--- src/rtl/fetch_queue_pkg.sv ---
// -----------------------------------------------------------------------------
// fetch_queue_pkg
// Shared definitions for the instruction fetch queue:
//   NOP_INSTR     - instruction presented on id_instr when nothing is valid
//   PC_INC        - fetch address step per accepted request
//   fetch_state_t - fetch FSM states (RUN issues requests, DRAIN discards
//                   responses that belong to a squashed fetch stream)
// -----------------------------------------------------------------------------
package fetch_queue_pkg;

  localparam logic [31:0] NOP_INSTR = 32'h0000_0013;
  localparam int unsigned PC_INC    = 4;

  typedef enum logic [0:0] {
    RUN   = 1'b0,
    DRAIN = 1'b1
  } fetch_state_t;

endpackage

--- src/rtl/fetch_fifo.sv ---
// -----------------------------------------------------------------------------
// fetch_fifo
// Synchronous circular FIFO, DEPTH entries of W bits, with occupancy count.
// Ports:
//   clk, rst        - clock, asynchronous active-high reset
//   push, wdata     - write request / data (ignored when full unless a pop
//                     frees a slot in the same cycle)
//   pop             - remove head entry (ignored when empty)
//   flush           - drop all contents; wins over push and pop
//   rdata           - head entry (valid when empty = 0)
//   count           - number of stored entries, 0..DEPTH
//   full, empty     - occupancy flags
// DEPTH must be a power of two so the pointers wrap by natural overflow.
// -----------------------------------------------------------------------------
module fetch_fifo #(
  parameter int W     = 64,
  parameter int DEPTH = 4
) (
  input  logic                   clk,
  input  logic                   rst,
  input  logic                   push,
  input  logic [W-1:0]           wdata,
  input  logic                   pop,
  input  logic                   flush,
  output logic [W-1:0]           rdata,
  output logic [$clog2(DEPTH):0] count,
  output logic                   full,
  output logic                   empty
);

  localparam int AW = $clog2(DEPTH);
  localparam int CW = AW + 1;

  logic [W-1:0]  mem [DEPTH];
  logic [AW-1:0] wptr;
  logic [AW-1:0] rptr;
  logic          do_push;
  logic          do_pop;

  assign full    = (count == CW'(DEPTH));
  assign empty   = (count == '0);
  assign do_pop  = pop && !empty;
  // A pop in the same cycle frees the slot, so a full FIFO still accepts.
  assign do_push = push && (!full || do_pop);
  assign rdata   = mem[rptr];

  always_ff @(posedge clk or posedge rst) begin
    if (rst) begin
      wptr  <= '0;
      rptr  <= '0;
      count <= '0;
    end else if (flush) begin
      wptr  <= '0;
      rptr  <= '0;
      count <= '0;
    end else begin
      if (do_push) wptr <= wptr + AW'(1);
      if (do_pop)  rptr <= rptr + AW'(1);
      count <= count + CW'(do_push) - CW'(do_pop);
    end
  end

  // Storage needs no reset; entries are only read once counted as valid.
  always_ff @(posedge clk) begin
    if (do_push && !flush) mem[wptr] <= wdata;
  end

endmodule

--- src/rtl/fetch_queue.sv ---
// -----------------------------------------------------------------------------
// fetch_queue
// Instruction fetch front end: issues sequential word fetches to instruction
// memory, tracks the PC of every in-flight request, queues returned
// instructions for decode and squashes the stream on a redirect.
//
// Handshakes: every channel uses strict valid/ready. A transfer happens on a
// rising edge where valid and ready are both high; a source holding valid may
// not depend on ready, and payload is only meaningful while valid is high.
// The response channel has no ready: the memory returns responses in request
// order, at least one cycle after acceptance, and they are always taken.
//
// Ports:
//   clk, rst                      - clock, asynchronous active-high reset
//   imem_req_valid/addr/ready     - fetch request channel
//   imem_rsp_valid/data           - in-order fetch responses
//   id_valid/instr/pc/ready       - queue head to decode (instr = NOP when
//                                   id_valid is low, pc = 0 then)
//   redirect, redirect_pc         - taken branch/jump: flush and refetch
//   dbg_state                     - current fetch FSM state
//
// Parameters: XLEN (PC width), DEPTH (queue entries = max in-flight requests,
// power of two >= 2), RESET_PC (first fetch address).
//
// Configuration macro FETCH_QUEUE_BYPASS_EN: when defined, a live response
// arriving while the queue is empty is presented on id_* in the same cycle
// and is only written to the queue if decode does not take it. When
// undefined, every response goes through queue storage (one cycle latency).
// -----------------------------------------------------------------------------
module fetch_queue
  import fetch_queue_pkg::*;
#(
  parameter int              XLEN     = 32,
  parameter int              DEPTH    = 4,
  parameter logic [XLEN-1:0] RESET_PC = '0
) (
  input  logic            clk,
  input  logic            rst,
  output logic            imem_req_valid,
  output logic [XLEN-1:0] imem_req_addr,
  input  logic            imem_req_ready,
  input  logic            imem_rsp_valid,
  input  logic [31:0]     imem_rsp_data,
  output logic            id_valid,
  output logic [31:0]     id_instr,
  output logic [XLEN-1:0] id_pc,
  input  logic            id_ready,
  input  logic            redirect,
  input  logic [XLEN-1:0] redirect_pc,
  output fetch_state_t    dbg_state
);

  localparam int CW  = $clog2(DEPTH) + 1;
  localparam int CW1 = CW + 1;
  localparam int EW  = XLEN + 32;

  fetch_state_t    state;
  logic [XLEN-1:0] fetch_pc;
  logic [XLEN-1:0] target_pc;
  logic [CW-1:0]   drop_cnt;

  logic [CW-1:0]   trk_count;
  logic            trk_full;
  logic            trk_empty;
  logic [XLEN-1:0] trk_pc;

  logic [CW-1:0]   q_count;
  logic            q_full;
  logic            q_empty;
  logic [EW-1:0]   q_rdata;
  logic [EW-1:0]   q_wdata;
  logic            q_push;
  logic            q_pop;

  logic [CW-1:0]   inflight;
  logic [CW:0]     occupancy;
  logic            credit_ok;
  logic            req_hs;
  logic            rsp_seen;
  logic            rsp_live;
  logic            rsp_drop;
  logic [CW:0]     redir_inflight;
  logic [CW-1:0]   redir_drop;
  logic [CW-1:0]   drain_next;
  logic            head_valid;
  logic [EW-1:0]   head_data;

  // In RUN every outstanding request has a tracked PC; in DRAIN the tracker is
  // flushed and the outstanding (stale) requests are counted by drop_cnt.
  assign inflight  = (state == RUN) ? trk_count : drop_cnt;
  assign occupancy = {1'b0, q_count} + {1'b0, inflight};
  // Credit rule: a queue slot is reserved for every outstanding request, so
  // the queue can never overflow however long decode stalls.
  assign credit_ok = (occupancy < CW1'(DEPTH));

  assign imem_req_valid = !rst && (state == RUN) && credit_ok && !q_full && !trk_full;
  assign imem_req_addr  = fetch_pc;
  assign req_hs         = imem_req_valid && imem_req_ready;

  assign rsp_seen = imem_rsp_valid && !trk_empty;
  // A response in the redirect cycle belongs to the squashed stream.
  assign rsp_live = rsp_seen && (state == RUN) && !redirect;
  assign rsp_drop = imem_rsp_valid && (state == DRAIN) && (drop_cnt != '0);

  // Outstanding count after this edge if the stream is squashed now: tracked
  // requests plus this cycle's acceptance, minus a response arriving now.
  assign redir_inflight = {1'b0, trk_count} + CW1'(req_hs);
  assign redir_drop     = trk_count + CW'(req_hs) - CW'(rsp_seen);
  assign drain_next     = drop_cnt - CW'(rsp_drop);

  assign q_wdata = {trk_pc, imem_rsp_data};
  assign q_pop   = id_ready && !q_empty;

`ifdef FETCH_QUEUE_BYPASS_EN
  logic bypass;

  always_comb begin
    bypass     = rsp_live && q_empty;
    q_push     = rsp_live && !(bypass && id_ready);
    head_valid = !q_empty || bypass;
    head_data  = q_empty ? q_wdata : q_rdata;
  end
`else
  always_comb begin
    q_push     = rsp_live;
    head_valid = !q_empty;
    head_data  = q_rdata;
  end
`endif

  assign id_valid  = head_valid;
  assign id_instr  = head_valid ? head_data[31:0] : NOP_INSTR;
  assign id_pc     = head_valid ? head_data[EW-1:32] : '0;
  assign dbg_state = state;

  // PCs of accepted requests in order; the head matches the next response.
  fetch_fifo #(
    .W     (XLEN),
    .DEPTH (DEPTH)
  ) u_pc_track (
    .clk   (clk),
    .rst   (rst),
    .push  (req_hs),
    .wdata (fetch_pc),
    .pop   (rsp_live),
    .flush (redirect),
    .rdata (trk_pc),
    .count (trk_count),
    .full  (trk_full),
    .empty (trk_empty)
  );

  // Instruction queue of {pc, instr}; redirect flush wins over a dequeue.
  fetch_fifo #(
    .W     (EW),
    .DEPTH (DEPTH)
  ) u_instr_q (
    .clk   (clk),
    .rst   (rst),
    .push  (q_push),
    .wdata (q_wdata),
    .pop   (q_pop),
    .flush (redirect),
    .rdata (q_rdata),
    .count (q_count),
    .full  (q_full),
    .empty (q_empty)
  );

  always_ff @(posedge clk or posedge rst) begin
    if (rst) begin
      state     <= RUN;
      fetch_pc  <= RESET_PC;
      target_pc <= RESET_PC;
      drop_cnt  <= '0;
    end else begin
      case (state)
        RUN: begin
          if (redirect) begin
            target_pc <= redirect_pc;
            if (redir_inflight != '0) begin
              state    <= DRAIN;
              drop_cnt <= redir_drop;
            end else begin
              fetch_pc <= redirect_pc;
            end
          end else if (req_hs) begin
            fetch_pc <= fetch_pc + XLEN'(PC_INC);
          end
        end
        DRAIN: begin
          drop_cnt <= drain_next;
          // A further redirect only retargets; draining continues, and the
          // FSM leaves once the count is zero in a cycle without redirect.
          if (redirect) begin
            target_pc <= redirect_pc;
          end else if (drain_next == '0) begin
            state    <= RUN;
            fetch_pc <= target_pc;
          end
        end
        default: state <= RUN;
      endcase
    end
  end

endmodule
--- config.mk ---
export PLATFORM = sky130hd
export DESIGN_NAME = fetch_queue
export DESIGN_NICKNAME = d
export VERILOG_FILES = /design/src/rtl/fetch_queue_pkg.sv /design/src/rtl/fetch_fifo.sv /design/src/rtl/fetch_queue.sv
export SDC_FILE = /design/constraint.sdc
export NUM_CORES = 1
export LEC_CHECK = 0
export ABC_AREA = 0
export CORE_ASPECT_RATIO = 0.9
export CORE_MARGIN = 5
export CORE_UTILIZATION = 30
export DETAILED_ROUTE_END_ITERATION = 6
export GPL_ROUTABILITY_DRIVEN = 0
export SLEW_MARGIN = 25
export SYNTH_ARGS = -nofsm -noshare
export SYNTH_HDL_FRONTEND = slang
export SYNTH_SLANG_ARGS = --single-unit
--- constraint.sdc ---
create_clock -name clk -period 8.25 [get_ports clk]
set_input_delay 1.65 -clock clk [delete_from_list [all_inputs] [get_ports clk]]
set_output_delay 1.65 -clock clk [all_outputs]
set_load 0.005 [all_outputs]
==> metrics, run 1 <==
outcome completed; Port-buffer cells approximately 170; Antenna Violating Nets Remaining 0; Die Outline Area just under 70000 um^2; fraction of power consumed by the clock network 0.301; Max Slew Vio Count 0; largest net degree at the start of global routing 79; global-route wire length before repair 68900 um; sequential share of power 0.425; area grow syn2layout 22.7%; largest stage delay on the critical path roughly 740 ps; DRT iter0 DRCs 752; worst slack, placed 2120 ps; number of DRC violations after detailed routing 0; length of the first detailed-routing pass in iterations 4; vias per inst 4.84; number of buffers added to fix hold violations after cts 0; vias post-DR 10719; measured slew at the worst slew-check pin 897 ps; number of clock buffers inserted by TritonCTS 49; row cnt 88; initial core utilization 0.302; clock-pin transition on the worst setup and hold timing paths 70 ps; synthesized area divided by synthesized cell count 16.7 um^2; Critical Path End Type flip-flop; internal power contribution 0.00541 W; Comb pwr share 0.274; number of global-route vias before repair 11351; share of synthesized registers carrying an async set or reset 0.176; standby leakage power 7.82 nW; post-route standard cell area excluding fillers 23700 um^2; setup clock skew after layout approximately 23 ps; library cell contributing the largest single delay on the critical path sky130_fd_sc_hd__and2_1; Yosys reg bits approximately 470; Peak VDD IR 144 uV; net switching power of the design 0.00231 W; Die Y ~250 um; Die Span X around 280 um; Clock H-tree levels 2; share of the yosys chip area belonging to registers 0.704; post-layout min period 5510 ps; clock latency of the later-clocked register in the worst-skew pair 580 ps; post-synthesis net count around 1300; category of the critical setup timing path input port to flip-flop; TritonCTS clock tree built; final worst setup slack 2750 ps; startpoint class of the critical path input port; # nets final approximately 1400; count of yosys warnings during synthesis 0; Final Hold Violating Endpoints 0; number of buffers on the longest clock path 3; I/O pin count 169; PostCTS Resize Cnt 0; cell chain of the critical path clkdlybuf4s50_1 -> nor4_1 -> and2_1 -> nand4_1 -> inv_1 -> ha_1 -> ha_1 -> a2111oi_0 -> o2bb2ai_1 -> and2_1 -> nor2_1 -> o32a_1; GRT Util Overall 0.127; Post-Place Cell Area 21900 um^2; Post-CTS Setup Inserts 0; arrival time of the worst setup path 5980 ps; WL final 44700 um; half-perimeter wire length after placement ~27000 um; core box area 64000 um^2; combined area of all synthesized cells 19300 um^2; largest fanout on the critical path 20; RSZ-0062 raised after global routing false; global-route congestion overflow total 0; number of setup violations in the final report 0; worst relative slew slack 0.402; Sw Share 0.299; number of maximum-capacitance constraint violations 0; number of flops mapped to enable cells by yosys approximately 380; timing-limited maximum frequency between 150 and 200 MHz; number of unique standard cell types used by synthesis 64; clock sinks between 400 and 500; Main synth FF type sky130_fd_sc_hd__edfxtp_1; share of layout cells above drive strength 1 0.173; master cell of the clock root buffer sky130_fd_sc_hd__clkbuf_16; power density over the cells 326 nW/um^2; required time of the worst setup path 8720 ps; antenna violations before repair 3; final critical-path share of the clock period 0.667; Hold Path Class flip-flop to flip-flop; WL/cell 20.2 um; cell count after synthesis 1155; accumulated negative setup slack 0 ps
[metal layers]
layer,global-route usage,routed length (um),part of all wire
met3,0.0308,2940,0.066
met1,0.177,20400,0.46
met2,0.197,20300,0.45
met4,0.0382,1120,0.025
met5,0,13,0.00029
[power groups by stage]
stage / Sequential [W] / Combinational, W / Clock (W)
floorplan: 0.00313 / 0.00124 / 0
global placement: 0.00334 / 0.00208 / 0
detailed placement: 0.00336 / 0.00211 / 0
CTS: 0.00331 / 0.00212 / 0.00240
global route: 0.00332 / 0.00234 / 0.00250
finish: 0.00328 / 0.00212 / 0.00232
[path summary, 6_finish.rpt]
| check | slack, ps | to | from | depth (start not counted) |
|---|---|---|---|---|
| min reg2reg | 500 | target_pc[11]$_DFFE_PP0P_ | target_pc[11]$_DFFE_PP0P_ | 1 |
| max | 2750 | imem_req_addr[27]$_DFFE_PP0P_ | rst | 12 |
| min | 500 | target_pc[11]$_DFFE_PP0P_ | target_pc[11]$_DFFE_PP0P_ | 1 |
| min in group asynchronous | 1360 | u_instr_q.count[1]$_DFF_PP0_ | rst | 2 |
| max reg2reg | 3420 | imem_req_addr[27]$_DFFE_PP0P_ | u_pc_track.count[1]$_DFF_PP0_ | 14 |
| max in group asynchronous | 5940 | dbg_state$_DFF_PP0_ | rst | 3 |
[state kept, by name (all words and copies together) (netlist names)]
register,count
u_instr_q.rptr,2
drop_cnt,3
u_instr_q.count,3
target_pc,32
u_pc_track.mem,128
imem_req_addr,32
dbg_state,1
u_instr_q.mem,256
u_instr_q.wptr,2
u_pc_track.count,3
u_pc_track.wptr,2
u_pc_track.rptr,2
[layout by cell type (no fill, tap or decap), drive strengths merged, types with 13 or more instances in the layout]
cell | netlist | routed
o21ai | 54 | 54
a21oi | 28 | 28
and2 | 73 | 73
nor3 | 19 | 19
nand3 | 22 | 22
edfxtp | 384 | 384
dfrtp | 82 | 82
ha | 22 | 22
mux2 | 20 | 20
clkinv | 1 | 15
clkdlybuf4s50 | 0 | 167
clkbuf | 39 | 54
nor2 | 38 | 38
buf | 24 | 13
mux4 | 96 | 96
inv | 49 | 52
nand2 | 59 | 59
[synth_stat cells, types with 18 or more instances]
cell type,instances,area share
sky130_fd_sc_hd__a21oi_1,28,0.0073
sky130_fd_sc_hd__and2_1,73,0.024
sky130_fd_sc_hd__buf_1,18,0.0035
sky130_fd_sc_hd__clkbuf_1,39,0.0076
sky130_fd_sc_hd__dfrtp_1,82,0.11
sky130_fd_sc_hd__edfxtp_1,384,0.60
sky130_fd_sc_hd__ha_1,22,0.014
sky130_fd_sc_hd__inv_1,49,0.0095
sky130_fd_sc_hd__mux2_2,20,0.012
sky130_fd_sc_hd__mux4_2,96,0.11
sky130_fd_sc_hd__nand2_1,59,0.011
sky130_fd_sc_hd__nand3_1,22,0.0057
sky130_fd_sc_hd__nor2_1,38,0.0074
sky130_fd_sc_hd__nor3_1,19,0.0049
sky130_fd_sc_hd__o21ai_0,53,0.014
[kinds of logic after synthesis]
kind of cell / count (synthesis) / share of synthesized area
xor+xnor: 15 / 0.00681
buf+inv: 113 / 0.0225
fa+ha+maj: 25 / 0.0174
flops: 466 / 0.704
compound gates: 153 / 0.0519
simple gates: 264 / 0.0726
mux: 119 / 0.125
[cell type report]
type	count	area [um^2]
clock buffers	54	1270
repair buffers	180	1810
diodes	1	2.50
multi-input cells	576	5310
flip-flops and latches	466	13600
inverters	50	191
clock inverters	33	443
fillers	5930	40300
well taps	855	1070
[critical path: cells and delay by family]
kind / cells / cell delay [ps]
AO/OA/AOI/OAI: 3 / 1340
AND/OR/NAND/NOR: 5 / 1970
buffers and inverters: 2 / 610
adder cells (fa/ha/maj): 2 / 400
[through the flow]
stage	hold slack [ps]	power, W	instances	util
after floorplan	471	0.00437	1155	-
after global routing	525	0.00815	2215	0.370
after CTS	503	0.00783	2213	0.369
final	503	0.00772	2215	0.370
after detailed placement	487	0.00547	2126	0.343
after global placement	483	0.00542	2126	0.342
No activity file was read; power rests on OpenSTA's default activity.
==> inputs of run 2 (changes only) <==
==> constraint.sdc (replaced) <==
create_clock -name clk -period 5.1 [get_ports clk]
set_input_delay 1.02 -clock clk [delete_from_list [all_inputs] [get_ports clk]]
set_output_delay 1.02 -clock clk [all_outputs]
set_load 0.005 [all_outputs]
==> run 2 against run 1 <==
Effect of this change: sequential share of layout area decreased by 0.43 points; first-iteration DRC count increased by 14%; wire length increased by 1.0%; final cell count increased by 1.2%; design area increased by 0.76%; clock skew decreased by 6.3 ps.
==> metrics, run 2 (same netlist as run 1, synthesis figures left out) <==
core box area 64000 um^2 (unchanged); Critical Path End Type flip-flop; leading cell type in the layout, fill and taps excluded sky130_fd_sc_hd__edfxtp_1; half-perimeter wire length after placement 28700 um (+4.2%); master cell of the clock root buffer sky130_fd_sc_hd__clkbuf_16; Filler Cells Inserted 5943 (+0.22%); PostCTS Resize Cnt 0 (unchanged); Largest register FFs 256 (unchanged); number of setup violations in the final report 0 (unchanged); measured slew at the worst slew-check pin 894 ps (-2.14 ps); antenna violations before repair 0 (-3); fraction of the core area covered by cells at the end of the flow 0.373 (+0.00282); initial core utilization 0.302 (unchanged); worst relative slew slack 0.404 (+0.00143); WL/cell 20.2 um (-0.14%); post-route standard cell area excluding fillers 23900 um^2 (+0.76%); Max Slew Vio Count 0 (unchanged); outcome completed; post-layout min period roughly 4000 ps; WL final 45200 um (+1.0%); leading cell types in the layout, fill and taps excluded 384 x sky130_fd_sc_hd__edfxtp_1, 167 x sky130_fd_sc_hd__clkdlybuf4s50_1, 96 x sky130_fd_sc_hd__mux4_2; area grow syn2layout 23.6%; I/O pin count 169 (unchanged); global-route wire length before repair 69700 um (+1.1%); DRT iter0 DRCs 855 (+14%); share of layout cells above drive strength 1 0.179 (+0.00601); category of the critical setup timing path input port to flip-flop; top flop regs u_instr_q.mem x256, u_pc_track.mem x128; clock-pin transition on the worst setup and hold timing paths 60 ps (about the same); # nets final 1440 (+1.6%); Antenna Violating Nets Remaining 0 (unchanged); final critical-path share of the clock period 0.790; Post-CTS Setup Inserts 0 (unchanged); placed instance count 2146 (+0.94%); Die Span X 277 um (unchanged); RSZ-0062 raised after global routing false; clock latency of the later-clocked register in the worst-skew pair 590 ps (about the same); startpoint class of the critical path input port; final instance count without filler cells 2241 (+1.2%); Die Y 251 um (unchanged); arrival time of the worst setup path 4510 ps (-1470 ps); timing-limited maximum frequency roughly 250 MHz; GRT Util Overall 0.128 (+0.00149); Port-buffer cells 168 (unchanged); Post-Place Cell Area 22100 um^2 (+0.94%); TritonCTS clock tree built; number of clock buffers inserted by TritonCTS 51 (+4.1%); number of buffers added to fix hold violations after cts 0 (unchanged); number of buffers on the longest clock path 3 (unchanged); row cnt 88 (unchanged); Hold Path Class flip-flop to flip-flop; global-route congestion overflow total 0 (unchanged); number of global-route vias before repair 11169 (-1.6%); accumulated negative setup slack 0 ps (unchanged); largest net degree at the start of global routing 105 (+33%); antenna diode count 0 (-1); length of the first detailed-routing pass in iterations 6 (+2); largest fanout on the critical path 9 (-55%); number of DRC violations after detailed routing 0 (unchanged); vias per inst 4.85 (+0.15%); number of maximum-capacitance constraint violations 0 (unchanged); standby leakage power 7.94 nW (+1.6%); register with the most flip-flops u_instr_q.mem; required time of the worst setup path 5580 ps (-3140 ps); clock sinks 466 (unchanged); power density over the cells 524 nW/um^2 (+61%); Clock H-tree levels 2 (unchanged); setup clock skew after layout 16.4 ps (-6.31 ps); Peak VDD IR 227 uV (+58%); Final Hold Violating Endpoints 0 (unchanged); Die Outline Area 69500 um^2 (unchanged); vias post-DR 10861 (+1.3%)
==> run 2: power breakdown <==
group / leakage (nW) / switching (W) / internal, W / total [W]
clock: 0.826 / 0.00150 / 0.00220 / 0.00369
sequential: 4.46 / 0.000636 / 0.00469 / 0.00533
combinational: 2.66 / 0.00161 / 0.00188 / 0.00349
total: 7.94 / 0.00374 / 0.00877 / 0.0125
==> run 2: worst max-delay path: stages <==
cell,delay (ps)
sky130_fd_sc_hd__clkdlybuf4s50_1,490
sky130_fd_sc_hd__nor4_1,360
sky130_fd_sc_hd__and2_1,210
sky130_fd_sc_hd__nand4_1,190
sky130_fd_sc_hd__inv_1,150
sky130_fd_sc_hd__ha_1,180
sky130_fd_sc_hd__ha_1,220
sky130_fd_sc_hd__a2111oi_0,340
sky130_fd_sc_hd__buf_4,200
sky130_fd_sc_hd__o2bb2ai_1,140
sky130_fd_sc_hd__and2_1,430
sky130_fd_sc_hd__buf_4,230
sky130_fd_sc_hd__o22ai_1,90
sky130_fd_sc_hd__a22o_1,260
==> run 2: final timing paths <==
path / from / to / slack, ps / cells past startpoint
hold / removal: target_pc[27]$_DFFE_PP0P_ / target_pc[27]$_DFFE_PP0P_ / 500 / 1
setup reg to reg: u_pc_track.count[2]$_DFF_PP0_ / imem_req_addr[12]$_DFFE_PP0P_ / 1160 / 16
setup / recovery: rst / imem_req_addr[12]$_DFFE_PP0P_ / 1070 / 14
hold reg to reg: target_pc[27]$_DFFE_PP0P_ / target_pc[27]$_DFFE_PP0P_ / 500 / 1
min in group asynchronous: rst / u_instr_q.count[0]$_DFF_PP0_ / 1020 / 2
max in group asynchronous: rst / imem_req_addr[28]$_DFFE_PP0P_ / 3080 / 3
==> run 2: layout make-up <==
| class | count | area (um^2) | share of cell area |
|---|---|---|---|
| well taps | 855 | 1070 | 0.0448 |
| clock buffers | 65 | 1400 | 0.0587 |
| flip-flops and latches | 466 | 13600 | 0.570 |
| multi-input cells | 576 | 5290 | 0.222 |
| clock inverters | 29 | 304 | 0.0127 |
| inverters | 50 | 189 | 0.00792 |
| repair buffers | 200 | 2010 | 0.0844 |
==> run 2: metrics by stage <==
stage | power (W) | setup WS [ps] | hold WS [ps]
floorplan | 0.00706 | 982 | 471
global placement | 0.00888 | 421 | 484
detailed placement | 0.00896 | 462 | 490
CTS | 0.0127 | 986 | 503
global route | 0.0132 | 777 | 517
finish | 0.0125 | 1070 | 502
==> run 2: per-layer routing <==
metal  wire length [um]  vias up  GRT usage  share of wire
met5                  0        -          0              0
met4               1000        0     0.0322          0.022
met3               3140       74     0.0346          0.070
met2              20200      368      0.195           0.45
met1              20900     5526      0.184           0.46
li1                   -     4893          -              -
